===== src/rtl/lfsr_pattern_gen_if.sv =====
// Run-control and pattern bus between the BIST controller (master) and the
// LFSR pattern generator (slave).
interface lfsr_pattern_gen_if #(
    parameter int BITS  = 8,
    parameter int CNT_W = 16
);
    logic             load;
    logic [BITS-1:0]  poly_in;
    logic [BITS-1:0]  seed_in;
    logic [CNT_W-1:0] n_patterns;
    logic             start;
    logic             step_en;
    logic             stop;

    logic [BITS-1:0]  register;
    logic             valid;
    logic             busy;
    logic             done;
    logic             END;
    logic             seed_err;
    logic [CNT_W-1:0] pat_cnt;

    modport master (
        output load, poly_in, seed_in, n_patterns, start, step_en, stop,
        input  register, valid, busy, done, END, seed_err, pat_cnt
    );

    modport slave (
        input  load, poly_in, seed_in, n_patterns, start, step_en, stop,
        output register, valid, busy, done, END, seed_err, pat_cnt
    );
endinterface


===== src/rtl/lfsr_pattern_gen.sv =====
// LBIST pattern generator: Fibonacci (MODE 0) or Galois (MODE 1) LFSR with run-control FSM.
// Optional LFSR_ZERO_STATE_EN adds the de Bruijn all-zero state in MODE 0.
module lfsr_pattern_gen #(
    parameter int              BITS  = 8,
    parameter int              MODE  = 0,
    parameter logic [BITS-1:0] POLY  = BITS'(8'b0001_1101),
    parameter logic [BITS-1:0] SEED  = BITS'(8'b0000_0001),
    parameter int              CNT_W = 16
) (
    input  logic                clk,
    input  logic                rst,
    lfsr_pattern_gen_if.slave   bus
);

    if (BITS < 3 || BITS > 32) begin : g_bits_chk
        $error("lfsr_pattern_gen: BITS must be within 3..32");
    end
    if (POLY[0] != 1'b1) begin : g_poly_chk
        $error("lfsr_pattern_gen: POLY bit 0 must be set");
    end

`ifdef LFSR_ZERO_STATE_EN
    localparam bit ZERO_OK = (MODE == 0);
`else
    localparam bit ZERO_OK = 1'b0;
`endif

    typedef enum logic [1:0] {
        S_IDLE = 2'd0,
        S_RUN  = 2'd1,
        S_DONE = 2'd2
    } state_t;

    state_t           state_q;
    state_t           state_d;

    logic [BITS-1:0]  poly_reg;
    logic [BITS-1:0]  seed_reg;
    logic [BITS-1:0]  register_q;
    logic [CNT_W-1:0] n_reg;
    logic [CNT_W-1:0] pat_cnt_q;
    logic             seed_err_q;

    logic             do_load;
    logic             do_reject;
    logic             do_start;
    logic             do_consume;
    logic             seed_ok;
    logic             run_finished;
    logic [BITS-1:0]  lfsr_next;
    logic [CNT_W:0]   cnt_inc;
    logic [CNT_W-1:0] pat_cnt_sat;

    // One LFSR step; the zero-state tweak forces 0..01 -> 0..00 -> 10..0.
    function automatic logic [BITS-1:0] lfsr_advance(input logic [BITS-1:0] cur,
                                                     input logic [BITS-1:0] taps);
        logic fb;
        if (MODE == 0) begin
            fb = ^(cur & taps);
`ifdef LFSR_ZERO_STATE_EN
            fb = fb ^ (cur[BITS-1:1] == '0);
`endif
            return {fb, cur[BITS-1:1]};
        end
        return (cur >> 1) ^ (cur[0] ? taps : '0);
    endfunction

    function automatic logic [CNT_W-1:0] sat_count(input logic [CNT_W:0] sum,
                                                   input logic [CNT_W-1:0] cur);
        return sum[CNT_W] ? cur : sum[CNT_W-1:0];
    endfunction

    assign seed_ok     = (bus.seed_in != '0) || ZERO_OK;
    assign lfsr_next   = lfsr_advance(register_q, poly_reg);
    assign cnt_inc     = {1'b0, pat_cnt_q} + {{CNT_W{1'b0}}, 1'b1};
    assign pat_cnt_sat = sat_count(cnt_inc, pat_cnt_q);

    // n_reg == 0 means "stop on first return to the seed".
    assign run_finished = (n_reg != '0) ? (cnt_inc == {1'b0, n_reg})
                                        : (lfsr_next == seed_reg);

    always_comb begin
        state_d    = state_q;
        do_load    = 1'b0;
        do_reject  = 1'b0;
        do_start   = 1'b0;
        do_consume = 1'b0;
        case (state_q)
            S_IDLE: begin
                if (bus.load) begin
                    if (seed_ok) begin
                        do_load = 1'b1;
                    end else begin
                        do_reject = 1'b1;
                    end
                end else if (bus.start) begin
                    do_start = 1'b1;
                    state_d  = S_RUN;
                end
            end
            S_RUN: begin
                if (bus.stop) begin
                    state_d = S_IDLE;
                end else if (bus.step_en) begin
                    do_consume = 1'b1;
                    if (run_finished) begin
                        state_d = S_DONE;
                    end
                end
            end
            S_DONE: begin
                state_d = S_IDLE;
            end
            default: begin
                state_d = S_IDLE;
            end
        endcase
    end

    always_ff @(posedge clk or posedge rst) begin
        if (rst) begin
            state_q <= S_IDLE;
        end else begin
            state_q <= state_d;
        end
    end

    always_ff @(posedge clk or posedge rst) begin
        if (rst) begin
            poly_reg   <= POLY;
            seed_reg   <= SEED;
            register_q <= SEED;
            n_reg      <= '0;
            pat_cnt_q  <= '0;
            seed_err_q <= 1'b0;
        end else begin
            seed_err_q <= do_reject;
            if (do_load) begin
                poly_reg   <= bus.poly_in;
                seed_reg   <= bus.seed_in;
                register_q <= bus.seed_in;
            end
            if (do_start) begin
                n_reg      <= bus.n_patterns;
                pat_cnt_q  <= '0;
                register_q <= seed_reg;
            end
            if (do_consume) begin
                register_q <= lfsr_next;
                pat_cnt_q  <= pat_cnt_sat;
            end
        end
    end

    assign bus.register = register_q;
    assign bus.valid    = (state_q == S_RUN);
    assign bus.busy     = (state_q != S_IDLE);
    assign bus.done     = (state_q == S_DONE);
    assign bus.END      = (register_q == seed_reg);
    assign bus.seed_err = seed_err_q;
    assign bus.pat_cnt  = pat_cnt_q;

endmodule


===== src/flat_wrapper.sv =====
// flat-port wrapper written by rule: the top's interface ports become plain ports
module lfsr_pattern_gen_flat 
#(
    parameter int              BITS  = 8,
    parameter int              MODE  = 0,
    parameter logic [BITS-1:0] POLY  = BITS'(8'b0001_1101),
    parameter logic [BITS-1:0] SEED  = BITS'(8'b0000_0001),
    parameter int              CNT_W = 16
)
  (clk, rst, bus_load, bus_poly_in, bus_seed_in, bus_n_patterns, bus_start, bus_step_en, bus_stop, bus_register, bus_valid, bus_busy, bus_done, bus_END, bus_seed_err, bus_pat_cnt);
  lfsr_pattern_gen_if #(.BITS(BITS), .CNT_W(CNT_W)) bus_i ();
  input  logic clk;
  input  logic rst;
  input wire logic [$bits(bus_i.load)-1:0] bus_load;
  input wire logic [$bits(bus_i.poly_in)-1:0] bus_poly_in;
  input wire logic [$bits(bus_i.seed_in)-1:0] bus_seed_in;
  input wire logic [$bits(bus_i.n_patterns)-1:0] bus_n_patterns;
  input wire logic [$bits(bus_i.start)-1:0] bus_start;
  input wire logic [$bits(bus_i.step_en)-1:0] bus_step_en;
  input wire logic [$bits(bus_i.stop)-1:0] bus_stop;
  output wire logic [$bits(bus_i.register)-1:0] bus_register;
  output wire logic [$bits(bus_i.valid)-1:0] bus_valid;
  output wire logic [$bits(bus_i.busy)-1:0] bus_busy;
  output wire logic [$bits(bus_i.done)-1:0] bus_done;
  output wire logic [$bits(bus_i.END)-1:0] bus_END;
  output wire logic [$bits(bus_i.seed_err)-1:0] bus_seed_err;
  output wire logic [$bits(bus_i.pat_cnt)-1:0] bus_pat_cnt;
  assign bus_i.load = bus_load;
  assign bus_i.poly_in = bus_poly_in;
  assign bus_i.seed_in = bus_seed_in;
  assign bus_i.n_patterns = bus_n_patterns;
  assign bus_i.start = bus_start;
  assign bus_i.step_en = bus_step_en;
  assign bus_i.stop = bus_stop;
  assign bus_register = bus_i.register;
  assign bus_valid = bus_i.valid;
  assign bus_busy = bus_i.busy;
  assign bus_done = bus_i.done;
  assign bus_END = bus_i.END;
  assign bus_seed_err = bus_i.seed_err;
  assign bus_pat_cnt = bus_i.pat_cnt;
  lfsr_pattern_gen #(.BITS(BITS), .MODE(MODE), .POLY(POLY), .SEED(SEED), .CNT_W(CNT_W)) u_core (.clk(clk), .rst(rst), .bus(bus_i));
endmodule

===== config.mk =====
export PLATFORM = sky130hd
export DESIGN_NAME = lfsr_pattern_gen_flat
export DESIGN_NICKNAME = d
export VERILOG_FILES = /design/src/rtl/lfsr_pattern_gen_if.sv /design/src/rtl/lfsr_pattern_gen.sv /design/src/flat_wrapper.sv
export SDC_FILE = /design/constraint.sdc
export NUM_CORES = 1
export LEC_CHECK = 0
export CAP_MARGIN = 5
export CORE_UTILIZATION = 58
export CTS_BUF_LIST = sky130_fd_sc_hd__clkbuf_8
export DETAILED_ROUTE_END_ITERATION = 7
export PLACE_DENSITY = 0.88
export SLEW_MARGIN = 20
export SYNTH_ARGS = -nofsm -noshare
export SYNTH_HDL_FRONTEND = slang
export SYNTH_SLANG_ARGS = --single-unit

===== constraint.sdc =====
create_clock -name clk -period 7.6 [get_ports clk]
set_clock_uncertainty 0.15 [all_clocks]
set_input_delay 1.52 -clock clk [delete_from_list [all_inputs] [get_ports clk]]
set_output_delay 1.52 -clock clk [all_outputs]
set_load 0.005 [all_outputs]

; ---- Word level (Yosys, flattened, before mapping)
; Cells that the tools add are included.
[word_totals]
output_inout_bits = 29
wordCells = 53
regBits = 59
inputBits = 38
[op_classes]
mux = 25
reduce_logical = 9
n_bitwise = 1
n_eq_ne = 10
add_sub_neg = 1
[op_table]
columns = op, n
row1 = $mux 16, 3
row2 = $mux 8, 3
row3 = $add 16x1->17 const B, 1
row4 = $eq 17x16->1, 1
row5 = $eq 8x8->1, 2
row6 = $reduce_bool 16->1, 1
row7 = $mux 1, 13
row8 = $mux 2, 5
row9 = $and 8x8->8, 1
row10 = $reduce_bool 8->1, 1
row11 = $reduce_xor 8->1, 1
row12 = $ne 2x2->1 const B, 3
row13 = $pmux 2 s2, 1
row14 = $reduce_and 4->1, 1
row15 = $reduce_bool 2->1, 2
row16 = $ne 3x2->1 const B, 1
row17 = $ne 3x3->1 const B, 1
row18 = $reduce_bool 3->1, 1
row19 = $eq 2x1->1 const B, 1
row20 = $eq 2x2->1 const B, 1
row21 = $logic_not 2->1, 1
row22 = $reduce_and 2->1, 1

; ---- Longest topological paths before layout
; Gate-level depths: netlist (run 1).
[logic_depth]
depth_word = 8
depth_mapped = 8
depth_no_buf = 8

; ---- Worst setup path before layout (run 1)
; No wires, ideal clock.
[synth_timing]
path_type = in2reg
startpoint = in bus_stop
endpoint = reg u_core.pat_cnt_q[11] (netlist: u_core.bus.pat_cnt[11])
slack_ps = 4517
setup_ps = 130
path_buffers = 1
t_required_ps = 7320
cell_stages = 7
t_arrival_ps = 2803
cell_sequence = nor3b_1 -> nand2_1 -> a31oi_1 -> nor2_1 -> clkbuf_1 -> o21ai_0 -> o31ai_1
[synth_between]
elab_chain_cells = 4
word_cells_on_any_way = 6
cone_classes = 1 x eq/ne / 3 x mux / 2 x reduce/logical
[synth_lines]
columns = item, line
row1 = "start, declared", flat_wrapper.sv:20  ; input wire logic [$bits(bus_i.stop)-1:0] bus_stop;
row2 = $mux 1 *, lfsr_pattern_gen.sv:102  ; if (bus.stop) begin
row3 = $mux 1 *, lfsr_pattern_gen.sv:88  ; case (state_q)
row4 = $ne 2x2->1 (no line) or $reduce_bool 2->1 (tied branches), -
row5 = $reduce_and 2->1 (no line), -
row6 = "end signal, assigned", lfsr_pattern_gen.sv:150  ; pat_cnt_q <= pat_cnt_sat;
row7 = "end, declared", lfsr_pattern_gen.sv:41  ; logic [CNT_W-1:0] pat_cnt_q;
; Every way passes the cells marked *; elsewhere a longest branch is shown, timed or not.
; A chain may end at the register's enable or synchronous reset.

; ---- Worst setup path after layout (run 1)
[layout_timing]
startpoint = in bus_stop
endpoint = reg u_core.pat_cnt_q[15] (netlist: u_core.bus.pat_cnt[15])
; The elaborated chain is that of the path after synthesis.

==> results of run 1 <==
==> cells in the mapped netlist, types with 4 or more instances <==
cell | count | share of area [%]
sky130_fd_sc_hd__nor3b_1 | 4 | 0.88
sky130_fd_sc_hd__clkbuf_1 | 9 | 0.99
sky130_fd_sc_hd__nor3_1 | 7 | 1.0
sky130_fd_sc_hd__mux2i_1 | 10 | 2.9
sky130_fd_sc_hd__nor4_1 | 7 | 1.3
sky130_fd_sc_hd__and2_1 | 6 | 1.1
sky130_fd_sc_hd__dfrtp_1 | 53 | 39
sky130_fd_sc_hd__dfstp_2 | 6 | 4.6
sky130_fd_sc_hd__a21oi_1 | 15 | 2.2
sky130_fd_sc_hd__inv_1 | 6 | 0.66
sky130_fd_sc_hd__xnor2_1 | 36 | 9.2
sky130_fd_sc_hd__o31ai_1 | 7 | 1.5
sky130_fd_sc_hd__nand2_1 | 81 | 8.9
sky130_fd_sc_hd__mux2_2 | 16 | 5.3
sky130_fd_sc_hd__nand4_1 | 9 | 1.6
sky130_fd_sc_hd__nor2_1 | 24 | 2.6
sky130_fd_sc_hd__o21ai_0 | 28 | 4.1
sky130_fd_sc_hd__nand3_1 | 9 | 1.3
sky130_fd_sc_hd__xor2_1 | 11 | 2.8
==> layout make-up <==
class	count	area, µm²	share of cell area (%)
clock buffer	12	165	3.82
multi-input combinational	294	1830	42.4
clock inverter	4	47.5	1.10
sequential	59	1480	34.3
inverter	6	22.5	0.521
tap	72	90.1	2.08
timing repair buffer	69	683	15.8
==> power by group <==
part	internal (W)	switching [W]
combinational	0.000203	0.000167
sequential	0.000384	0.0000941
clock	0.000177	0.000128
==> layer usage <==
layer  vias up  GRT usage, %  share of wire [%]
li1       1417             -                  -
met1      1485          37.8                 40
met2       139          51.9                 52
met3        20          6.67                6.9
met4         0          10.2                1.8
met5         -             0                  0
==> logic make-up after synthesis <==
family	synth area share, %
and+or+nand+nor	22.8
DFF	43.3
xor gates and xnor gates	12.0
muxes	8.18
AOI/OAI and AO/OA	9.85
buffers and inverters	3.50
adders and majority gates	0.365
==> critical path: cells and delay by family <==
family,cells,cell delay [ps]
buffers and inverters,1,390
AND/OR/NAND/NOR,3,1030
AO/OA/AOI/OAI,3,1330
==> through the flow <==
| stage | total power, W | utilization (%) | instances |
|---|---|---|---|
| after floorplan | 0.000708 | - | 376 |
| after global placement | 0.000822 | 73.3 | 500 |
| after detailed placement | 0.000839 | 73.3 | 500 |
| after CTS | 0.00115 | 77.1 | 516 |
| after global routing | 0.00121 | 77.1 | 516 |
| final | 0.00115 | 77.1 | 516 |
==> worst max path at each step <==
stage,from,end,cells after the start
global route,bus_stop,u_core.bus.pat_cnt[15],7
finish,bus_stop,u_core.bus.pat_cnt[15],7
CTS,bus_stop,u_core.bus.pat_cnt[15],7
floorplan,rst,u_core.bus.pat_cnt[0],1
global placement,bus_stop,u_core.bus.pat_cnt[3],7
detailed placement,bus_stop,u_core.bus.pat_cnt[4],7
==> metrics.md, run 1 <==
| Metric | Value |
|---|---|
| Max-slew violation count | `0` |
| Capture endpoint of the worst hold path | `u_core.poly_reg[5]` |
| Distinct cell type count of the synthesized netlist | `39` |
| Measured slew at the worst slew-check pin | `1060 ps` |
| Endpoint of the worst-slack reg-to-reg timing path | `u_core.bus.pat_cnt[15]` |
| Number of design rule violations left after detail routing | `0` |
| Total Nets Final | `478` |
| Max-capacitance violation count | `0` |
| Initial core utilization | `61.1%` |
| Pwr/cell area | `267 nW/µm²` |
| CP endpoint kind | `flop` |
| Cell at the root of the clock tree | `sky130_fd_sc_hd__clkbuf_8` |
| RSZ-0062 raised after global routing | `no` |
| Largest net degree at the start of global routing | `60` |
| Area added between synthesis and finish | `26.2%` |
| Synthesis-stage register bit count | `59` |
| Die height | `78.9 µm` |
| Hold Path Class | `reg -> reg` |
| Achievable clock frequency | `0.236 GHz` |
| Clock tree from TritonCTS | `done` |
| Number of I/O port buffers | `66` |
| Final Worst Setup Slack | `3370 ps` |
| Antenna diodes | `0` |
| ANT nets after route | `0` |
| Mapped cell area | `3430 µm²` |
| Placeable core area | `5610 µm²` |
| Detail Placement HPWL | `5900 µm` |
| Layout cells sized above 1 | `11.3%` |
| Final period demand of the worst path | `4230 ps` |
| R2R depth | `7` |
| Final global-route overflow total | `0` |
| Total non-filler cell area in the finished layout | `4330 µm²` |
| Number of sinks on the clock net | `59` |
| Maximum number of buffers from clock root to sink | `2` |
| Detailed Routing Iterations Pass 1 | `5` |
| Count of cells along the worst hold path | `1` |
| Slew headroom | `28.8%` |
| Post-cts sizing count | `0` |
| Worst setup path class | `in -> reg` |
| Number of buffers inserted by hold repair at cts | `0` |
| Number of nets in the synthesized netlist | `415` |
| Peak supply drop | `0.000208 V` |
| P_leak | `1.80 nW` |
| Minimum hold slack | `360 ps` |
| Synthesized instance count | `376` |
| DR vias/cell | `5.93` |
| Number of placement rows | `27` |
| Area after DPL | `4110 µm²` |
| Width of the chip | `78.9 µm` |
| Number of flops mapped to enable cells by yosys | `0` |
| Post-Route Setup TNS | `0 ps` |
| Htree depth | `3` |
| Fraction of the cycle the final worst path needs | `55.7%` |
| Count of fill cells added during filler insertion | `406` |
| Initial antenna violation count | `0` |
| Async S/R FF share, synth | `100%` |
| Startpoint type of the worst setup path | `input pin` |
| Total length of routed wires | `8590 µm` |
| Flop2flop setup slack | `4290 ps` |
| Total count of hold-check failures in the final report | `0` |
| Clock Latency Late Sink | `340 ps` |
| Final setup viols | `0` |
| Arrival time worst endpoint | `4290 ps` |
| Number of global-route vias before repair | `2992` |
| GRT Util Overall | `30.3%` |
| Clock slew at the register clock pins of the worst setup and hold paths | `70 ps` |
| Wire per inst | `16.6 µm` |
| Placer's final routability congestion estimate | `0.858` |
| Portion of the post-synthesis area used by sequential elements | `43.3%` |
| Cells traversed along the worst timing path | `clkdlybuf4s50_1, nor3b_1, nand2_1, a31oi_1, nor2_1, o21ai_0, o31ai_1` |
| Crit path required time | `7660 ps` |
| Total clock buffers created by CTS | `9` |
| Yosys Warn Count | `0` |
| Avg Synthesized Cell Area | `9.12 µm²` |
| Commonest non-fill, non-tap cells in the layout | `sky130_fd_sc_hd__nand2_1 (81), sky130_fd_sc_hd__clkdlybuf4s50_1 (66), sky130_fd_sc_hd__dfrtp_1 (53)` |
| Most frequent standard cell in the layout excluding fill and tap cells | `sky130_fd_sc_hd__nand2_1` |
| Die ar. | `6220 µm²` |
| Outcome | `finished, final reports clean` |
| Dominant synthesized flop cell | `sky130_fd_sc_hd__dfrtp_1` |
| I/O pins | `67` |
| Critical path peak fanout | `14` |
| Start of the worst register-to-register path | `u_core.bus.pat_cnt[0]` |
| Vias after detailed routing | `3061` |
| CP max stage cell | `sky130_fd_sc_hd__a31oi_1` |
| Max stage delay on crit path | `840 ps` |
| Setup slack after placement | `3270 ps` |
| Wire length of the first global-routing pass | `14300 µm` |
| Start point of the worst min-delay path | `u_core.poly_reg[5]` |
| DRC marker count from the first detailed-route iteration | `267` |
| Total setup buffers inserted after CTS | `0` |
Note: power is estimated with default switching activity, not from simulation.
==> inputs of run 2 (changes only) <==
--- a/config.mk
+++ b/config.mk
@@ -6,10 +6,10 @@
 export NUM_CORES = 1
 export LEC_CHECK = 0
 export CAP_MARGIN = 5
-export CORE_UTILIZATION = 58
+export CORE_UTILIZATION = 49
 export CTS_BUF_LIST = sky130_fd_sc_hd__clkbuf_8
 export DETAILED_ROUTE_END_ITERATION = 7
-export PLACE_DENSITY = 0.88
+export PLACE_DENSITY = 0.79
 export SLEW_MARGIN = 20
 export SYNTH_ARGS = -nofsm -noshare
 export SYNTH_HDL_FRONTEND = slang
==> constraint.sdc (replaced) <==
create_clock -name clk -period 3.76 [get_ports clk]
set_clock_uncertainty 0.15 [all_clocks]
set_input_delay 0.752 -clock clk [delete_from_list [all_inputs] [get_ports clk]]
set_output_delay 0.752 -clock clk [all_outputs]
set_load 0.005 [all_outputs]
==> metrics.md, run 2 (synthesis gave the netlist of run 1 again) <==
| Metric | Value |
|---|---|
| Internal portion of total power | `0.00151 W` |
| Max-slew violation count | `0` |
| Final global-route overflow total | `0` |
| Total setup buffers inserted after CTS | `0` |
| Critical path peak fanout | `8` |
| DR vias/cell | `5.41` |
| Layout cells sized above 1 | `11.6%` |
| Area added between synthesis and finish | `27.4%` |
| Achievable clock frequency | `0.338 GHz` |
| Detail Placement HPWL | `5930 µm` |
| Clock Latency Late Sink | `350 ps` |
| Grt met1 use | `29.7%` |
| Placer's final routability congestion estimate | `0.850` |
| Pwr/cell area | `521 nW/µm²` |
| Hold Path Class | `reg -> reg` |
| Initial antenna violation count | `0` |
| R2R depth | `8` |
| Number of placement rows | `30` |
| Reported net switching power | `0.000765 W` |
| Final period demand of the worst path | `2960 ps` |
| P_leak | `1.80 nW` |
| Outcome | `complete, but fails checks` |
| Number of sinks on the clock net | `59` |
| Total length of routed wires | `8090 µm` |
| Crit path required time | `3850 ps` |
| Pwr Total | `0.00228 W` |
| Final setup viols | `0` |
| Start point of the worst min-delay path | `u_core.poly_reg[6]` |
| Part of the power in registers | `42.3%` |
| Initial core utilization | `50.5%` |
| Routing usage on met3 | `4.81%` |
| Clock tree from TritonCTS | `done` |
| Post-cts sizing count | `0` |
| Placeable core area | `6790 µm²` |
| Vias after detailed routing | `2938` |
| Clock share of power | `25.7%` |
| Largest net degree at the start of global routing | `60` |
| Fraction of the cycle the final worst path needs | `78.6%` |
| Minimum hold slack | `362 ps` |
| Area after DPL | `4170 µm²` |
| Maximum number of buffers from clock root to sink | `2` |
| GRT Util Overall | `24.2%` |
| Most frequent standard cell in the layout excluding fill and tap cells | `sky130_fd_sc_hd__nand2_1` |
| Total Nets Final | `481` |
| Peak supply drop | `0.000336 V` |
| Number of I/O port buffers | `66` |
| Measured slew at the worst slew-check pin | `804 ps` |
| I/O pins | `67` |
| Capture endpoint of the worst hold path | `u_core.poly_reg[6]` |
| Endpoint of the worst-slack reg-to-reg timing path | `u_core.state_q[0]` |
| Number of buffers inserted by hold repair at cts | `0` |
| Total clock buffers created by CTS | `9` |
| Count of cells along the worst hold path | `1` |
| Slew headroom | `46.2%` |
| RSZ-0062 raised after global routing | `no` |
| Number of global-route vias before repair | `3010` |
| Antenna diodes | `0` |
| Startpoint type of the worst setup path | `flop` |
| Cell at the root of the clock tree | `sky130_fd_sc_hd__clkbuf_8` |
| Clock slew at the register clock pins of the worst setup and hold paths | `70 ps` |
| Die ar. | `7340 µm²` |
| Violations in the final reports | `DRC` |
| Max-capacitance violation count | `0` |
| Post-Route Setup TNS | `0 ps` |
| Share of total power consumed by net switching | `33.6%` |
| Commonest non-fill, non-tap cells in the layout | `sky130_fd_sc_hd__nand2_1 (81), sky130_fd_sc_hd__clkdlybuf4s50_1 (66), sky130_fd_sc_hd__dfrtp_1 (53)` |
| Wire length of the first global-routing pass | `13700 µm` |
| Total non-filler cell area in the finished layout | `4370 µm²` |
| CP endpoint kind | `flop` |
| Worst setup path class | `reg -> reg` |
| Gate power share | `32.0%` |
| Number of design rule violations left after detail routing | `1` |
| Wire per inst | `14.9 µm` |
| Layer with the highest usage | `met2` |
| GRT met2 Usage | `41.7%` |
| Detailed Routing Iterations Pass 1 | `6` |
| Start of the worst register-to-register path | `u_core.bus.pat_cnt[0]` |
| Utilization of the core after routing | `64.3%` |
| ANT nets after route | `0` |
| Die height | `85.6 µm` |
| Arrival time worst endpoint | `3040 ps` |
| Width of the chip | `85.6 µm` |
| Flop2flop setup slack | `800 ps` |
| Htree depth | `3` |
| DRC marker count from the first detailed-route iteration | `144` |
| Total count of hold-check failures in the final report | `0` |
## run 2: cell count changes in the layout (fill, tap and decap cells not counted)
cell / previous run / this run
sky130_fd_sc_hd__clkinv_2: 2 / 0
sky130_fd_sc_hd__inv_6: 0 / 1
sky130_fd_sc_hd__clkinvlp_4: 1 / 3
sky130_fd_sc_hd__inv_1: 5 / 6
sky130_fd_sc_hd__buf_4: 3 / 6
sky130_fd_sc_hd__clkbuf_8: 12 / 10
## run 2: through the flow
step | std cells | setup WS, ps
global placement | 527 | 861
CTS | 543 | 811
detailed placement | 527 | 840
floorplan | 376 | 1160
global route | 543 | 636
finish | 543 | 805
## run 2: worst max path at each step
stage / to / slack, ps / cells after the start / startpoint
after floorplan: u_core.state_q[0] / 1160 / 8 / u_core.bus.pat_cnt[0]
after global placement: u_core.state_q[0] / 860 / 8 / u_core.bus.pat_cnt[0]
after detailed placement: u_core.state_q[0] / 840 / 8 / u_core.bus.pat_cnt[0]
after CTS: u_core.state_q[0] / 810 / 8 / u_core.bus.pat_cnt[0]
after global routing: u_core.state_q[0] / 640 / 8 / u_core.bus.pat_cnt[0]
final: u_core.state_q[0] / 800 / 8 / u_core.bus.pat_cnt[0]
## run 2: worst max-delay path, cell delays in order, from the launching register on
cell and delay [ps]:
sky130_fd_sc_hd__dfrtp_1 550, sky130_fd_sc_hd__ha_1 350, sky130_fd_sc_hd__nand4_1 210, sky130_fd_sc_hd__nor3_2 380, sky130_fd_sc_hd__and3_1 270, sky130_fd_sc_hd__a21oi_1 80
sky130_fd_sc_hd__o22a_1 170, sky130_fd_sc_hd__or4_1 440, sky130_fd_sc_hd__a31o_1 240
## run 2: cell type report
cell class	instances	area, µm²
Clock buffer	10	138
Clock inverter	6	65.1
Fill cell	541	2430
Inverter	6	22.5
Multi-Input combinational cell	294	1830
Sequential cell	59	1480
Tap cell	96	120
Timing Repair Buffer	72	706
## run 2: power by group through the flow
stage / sequential [W] / combinational (W) / clock [W]
6_report: 0.000964 / 0.000728 / 0.000586
5_1_grt: 0.000983 / 0.000806 / 0.000622
4_1_cts: 0.000960 / 0.000734 / 0.000600
3_5_place_dp: 0.000970 / 0.000730 / 0
3_3_place_gp: 0.000965 / 0.000706 / 0
2_1_floorplan: 0.000923 / 0.000508 / 0
## run 2: per-layer routing
layer	share of wire, %	routed length [µm]
met1	44	3540
met2	50	4050
met3	4.3	349
met4	1.8	145
met5	0	0
==> inputs of run 3 (changes only) <==
--- a/config.mk
+++ b/config.mk
@@ -6,10 +6,10 @@
 export NUM_CORES = 1
 export LEC_CHECK = 0
 export CAP_MARGIN = 5
-export CORE_UTILIZATION = 49
+export CORE_UTILIZATION = 54
 export CTS_BUF_LIST = sky130_fd_sc_hd__clkbuf_8
 export DETAILED_ROUTE_END_ITERATION = 7
-export PLACE_DENSITY = 0.79
+export PLACE_DENSITY = 0.83
 export SLEW_MARGIN = 20
 export SYNTH_ARGS = -nofsm -noshare
 export SYNTH_HDL_FRONTEND = slang
==> constraint.sdc (replaced) <==
create_clock -name clk -period 3.1 [get_ports clk]
set_clock_uncertainty 0.15 [all_clocks]
set_input_delay 0.62 -clock clk [delete_from_list [all_inputs] [get_ports clk]]
set_output_delay 0.62 -clock clk [all_outputs]
set_load 0.005 [all_outputs]
==> metrics.md, run 3 (synthesis gave the netlist of run 1 again) <==
| Metric | Value |
|---|---|
| Internal portion of total power | `0.00185 W` |
| Cell at the root of the clock tree | `sky130_fd_sc_hd__clkbuf_8` |
| Number of global-route vias before repair | `2959` |
| Flop2flop setup slack | `420 ps` |
| Fraction of the cycle the final worst path needs | `86.5%` |
| Initial core utilization | `56.9%` |
| Final setup viols | `0` |
| Post-cts sizing count | `0` |
| Placer's final routability congestion estimate | `0.829` |
| Critical path peak fanout | `6` |
| Number of I/O port buffers | `66` |
| Clock slew at the register clock pins of the worst setup and hold paths | `70 ps` |
| Placeable core area | `6030 µm²` |
| Final global-route overflow total | `0` |
| Gate power share | `33.7%` |
| Start of the worst register-to-register path | `u_core.bus.pat_cnt[1]` |
| Crit path required time | `3180 ps` |
| Max-capacitance violation count | `0` |
| Total count of hold-check failures in the final report | `0` |
| GRT Util Overall | `28.4%` |
| Arrival time worst endpoint | `2770 ps` |
| Achievable clock frequency | `0.373 GHz` |
| Measured slew at the worst slew-check pin | `710 ps` |
| Area added between synthesis and finish | `28.2%` |
| Number of buffers inserted by hold repair at cts | `0` |
| Clock share of power | `25.1%` |
| Total clock buffers created by CTS | `9` |
| Max-slew violation count | `0` |
| Vias after detailed routing | `3047` |
| Die ar. | `6670 µm²` |
| Part of the power in registers | `41.1%` |
| Post-Route Setup TNS | `0 ps` |
| Share of total power consumed by net switching | `34.4%` |
| Width of the chip | `81.7 µm` |
| Total setup buffers inserted after CTS | `0` |
| Timing startpoint of the critical path | `u_core.bus.pat_cnt[1]` |
| R2R depth | `8` |
| Hold Path Class | `reg -> reg` |
| Number of placement rows | `28` |
| Final period demand of the worst path | `2680 ps` |
| Commonest non-fill, non-tap cells in the layout | `sky130_fd_sc_hd__nand2_1 (81), sky130_fd_sc_hd__clkdlybuf4s50_1 (66), sky130_fd_sc_hd__dfrtp_1 (53)` |
| Wire length of the first global-routing pass | `14000 µm` |
| RSZ-0062 raised after global routing | `no` |
| Detail Placement HPWL | `6120 µm` |
| Htree depth | `3` |
| Count of fill cells added during filler insertion | `464` |
| Number of design rule violations left after detail routing | `0` |
| Layout cells sized above 1 | `12.6%` |
| Die height | `81.7 µm` |
| Combined area of the multi-input logic cells | `1830 µm²` |
| Largest net degree at the start of global routing | `35` |
| Area taken by flip-flops and latches | `1480 µm²` |
| CP endpoint kind | `flop` |
| Capture point of the worst path | `u_core.state_q[0]` |
| Wire per inst | `16.3 µm` |
| DRC marker count from the first detailed-route iteration | `168` |
| Initial antenna violation count | `0` |
| Reported net switching power | `0.000969 W` |
| DR vias/cell | `5.78` |
| Detailed Routing Iterations Pass 1 | `5` |
| Clock tree from TritonCTS | `done` |
| Total length of routed wires | `8600 µm` |
| I/O pins | `67` |
| Worst setup path class | `reg -> reg` |
| Slew headroom | `52.5%` |
| Number of sinks on the clock net | `59` |
| Clock Latency Late Sink | `340 ps` |
| P_leak | `1.84 nW` |
| Pwr/cell area | `641 nW/µm²` |
| Total Nets Final | `486` |
| Startpoint type of the worst setup path | `flop` |
| Peak supply drop | `0.000497 V` |
| Antenna diodes | `0` |
| Maximum number of buffers from clock root to sink | `2` |
| Outcome | `finished, final reports clean` |
| Most frequent standard cell in the layout excluding fill and tap cells | `sky130_fd_sc_hd__nand2_1` |
| Endpoint of the worst-slack reg-to-reg timing path | `u_core.state_q[0]` |
| Minimum hold slack | `365 ps` |
| ANT nets after route | `0` |
run 3: cell count changes in the layout (fill, tap and decap cells not counted), sizes merged:
cell | previous run | this run
inv | 8 | 7
buf | 6 | 11
clkinv | 0 | 3
clkinvlp | 3 | 1
run 3: metal layers:
metal | wire (µm) | vias to the layer above | global-route usage (%)
li1 | - | 1432 | -
met1 | 3580 | 1498 | 34.1
met2 | 4360 | 86 | 47.7
met3 | 370 | 31 | 6.22
met4 | 291 | 0 | 14.7
met5 | 0 | - | 0
run 3: cell type report:
cell class,instances,area share (%)
multi-input combinational,294,41.7
clock buffer,10,3.13
sequential,59,33.8
inverter,6,0.512
tap,75,2.13
timing repair buffer,77,17.5
clock inverter,6,1.28
run 3: how the worst min path moves through the flow:
| stage | cells after the start | endpoint | from |
|---|---|---|---|
| finish | 1 | u_core.poly_reg[7] | u_core.poly_reg[7] |
| detailed placement | 1 | u_core.poly_reg[7] | u_core.poly_reg[7] |
| global route | 1 | u_core.poly_reg[1] | u_core.poly_reg[1] |
| global placement | 1 | u_core.poly_reg[6] | u_core.poly_reg[6] |
| floorplan | 1 | u_core.poly_reg[1] | u_core.poly_reg[1] |
| CTS | 1 | u_core.poly_reg[7] | u_core.poly_reg[7] |
run 3: worst max-delay path, stage by stage, from the launching register on:
cell	delay, ps
sky130_fd_sc_hd__dfrtp_1	360
sky130_fd_sc_hd__ha_1	270
sky130_fd_sc_hd__nand4_1	210
sky130_fd_sc_hd__nor3_2	410
sky130_fd_sc_hd__and3_1	260
sky130_fd_sc_hd__a21oi_1	70
sky130_fd_sc_hd__o22a_1	170
sky130_fd_sc_hd__or4_1	440
sky130_fd_sc_hd__a31o_1	240
run 3: stage by stage:
| stage | instance area [µm²] | setup WS (ps) | std cells | total power (W) | utilization [%] |
|---|---|---|---|---|---|
| floorplan | 3430 | 503 | 376 | 0.00174 | - |
| global placement | 4200 | 538 | 511 | 0.00205 | 69.7 |
| detailed placement | 4200 | 420 | 511 | 0.00210 | 69.7 |
| CTS | 4400 | 447 | 527 | 0.00282 | 72.9 |
| global route | 4400 | 225 | 527 | 0.00296 | 72.9 |
| finish | 4400 | 418 | 527 | 0.00282 | 72.9 |
run 3: power by group through the flow:
stage | logic [W] | registers (W) | clock network, W
CTS | 0.000954 | 0.00115 | 0.000712
finish | 0.000951 | 0.00116 | 0.000708
floorplan | 0.000616 | 0.00112 | 0
global route | 0.00104 | 0.00118 | 0.000742
detailed placement | 0.000940 | 0.00116 | 0
global placement | 0.000902 | 0.00115 | 0
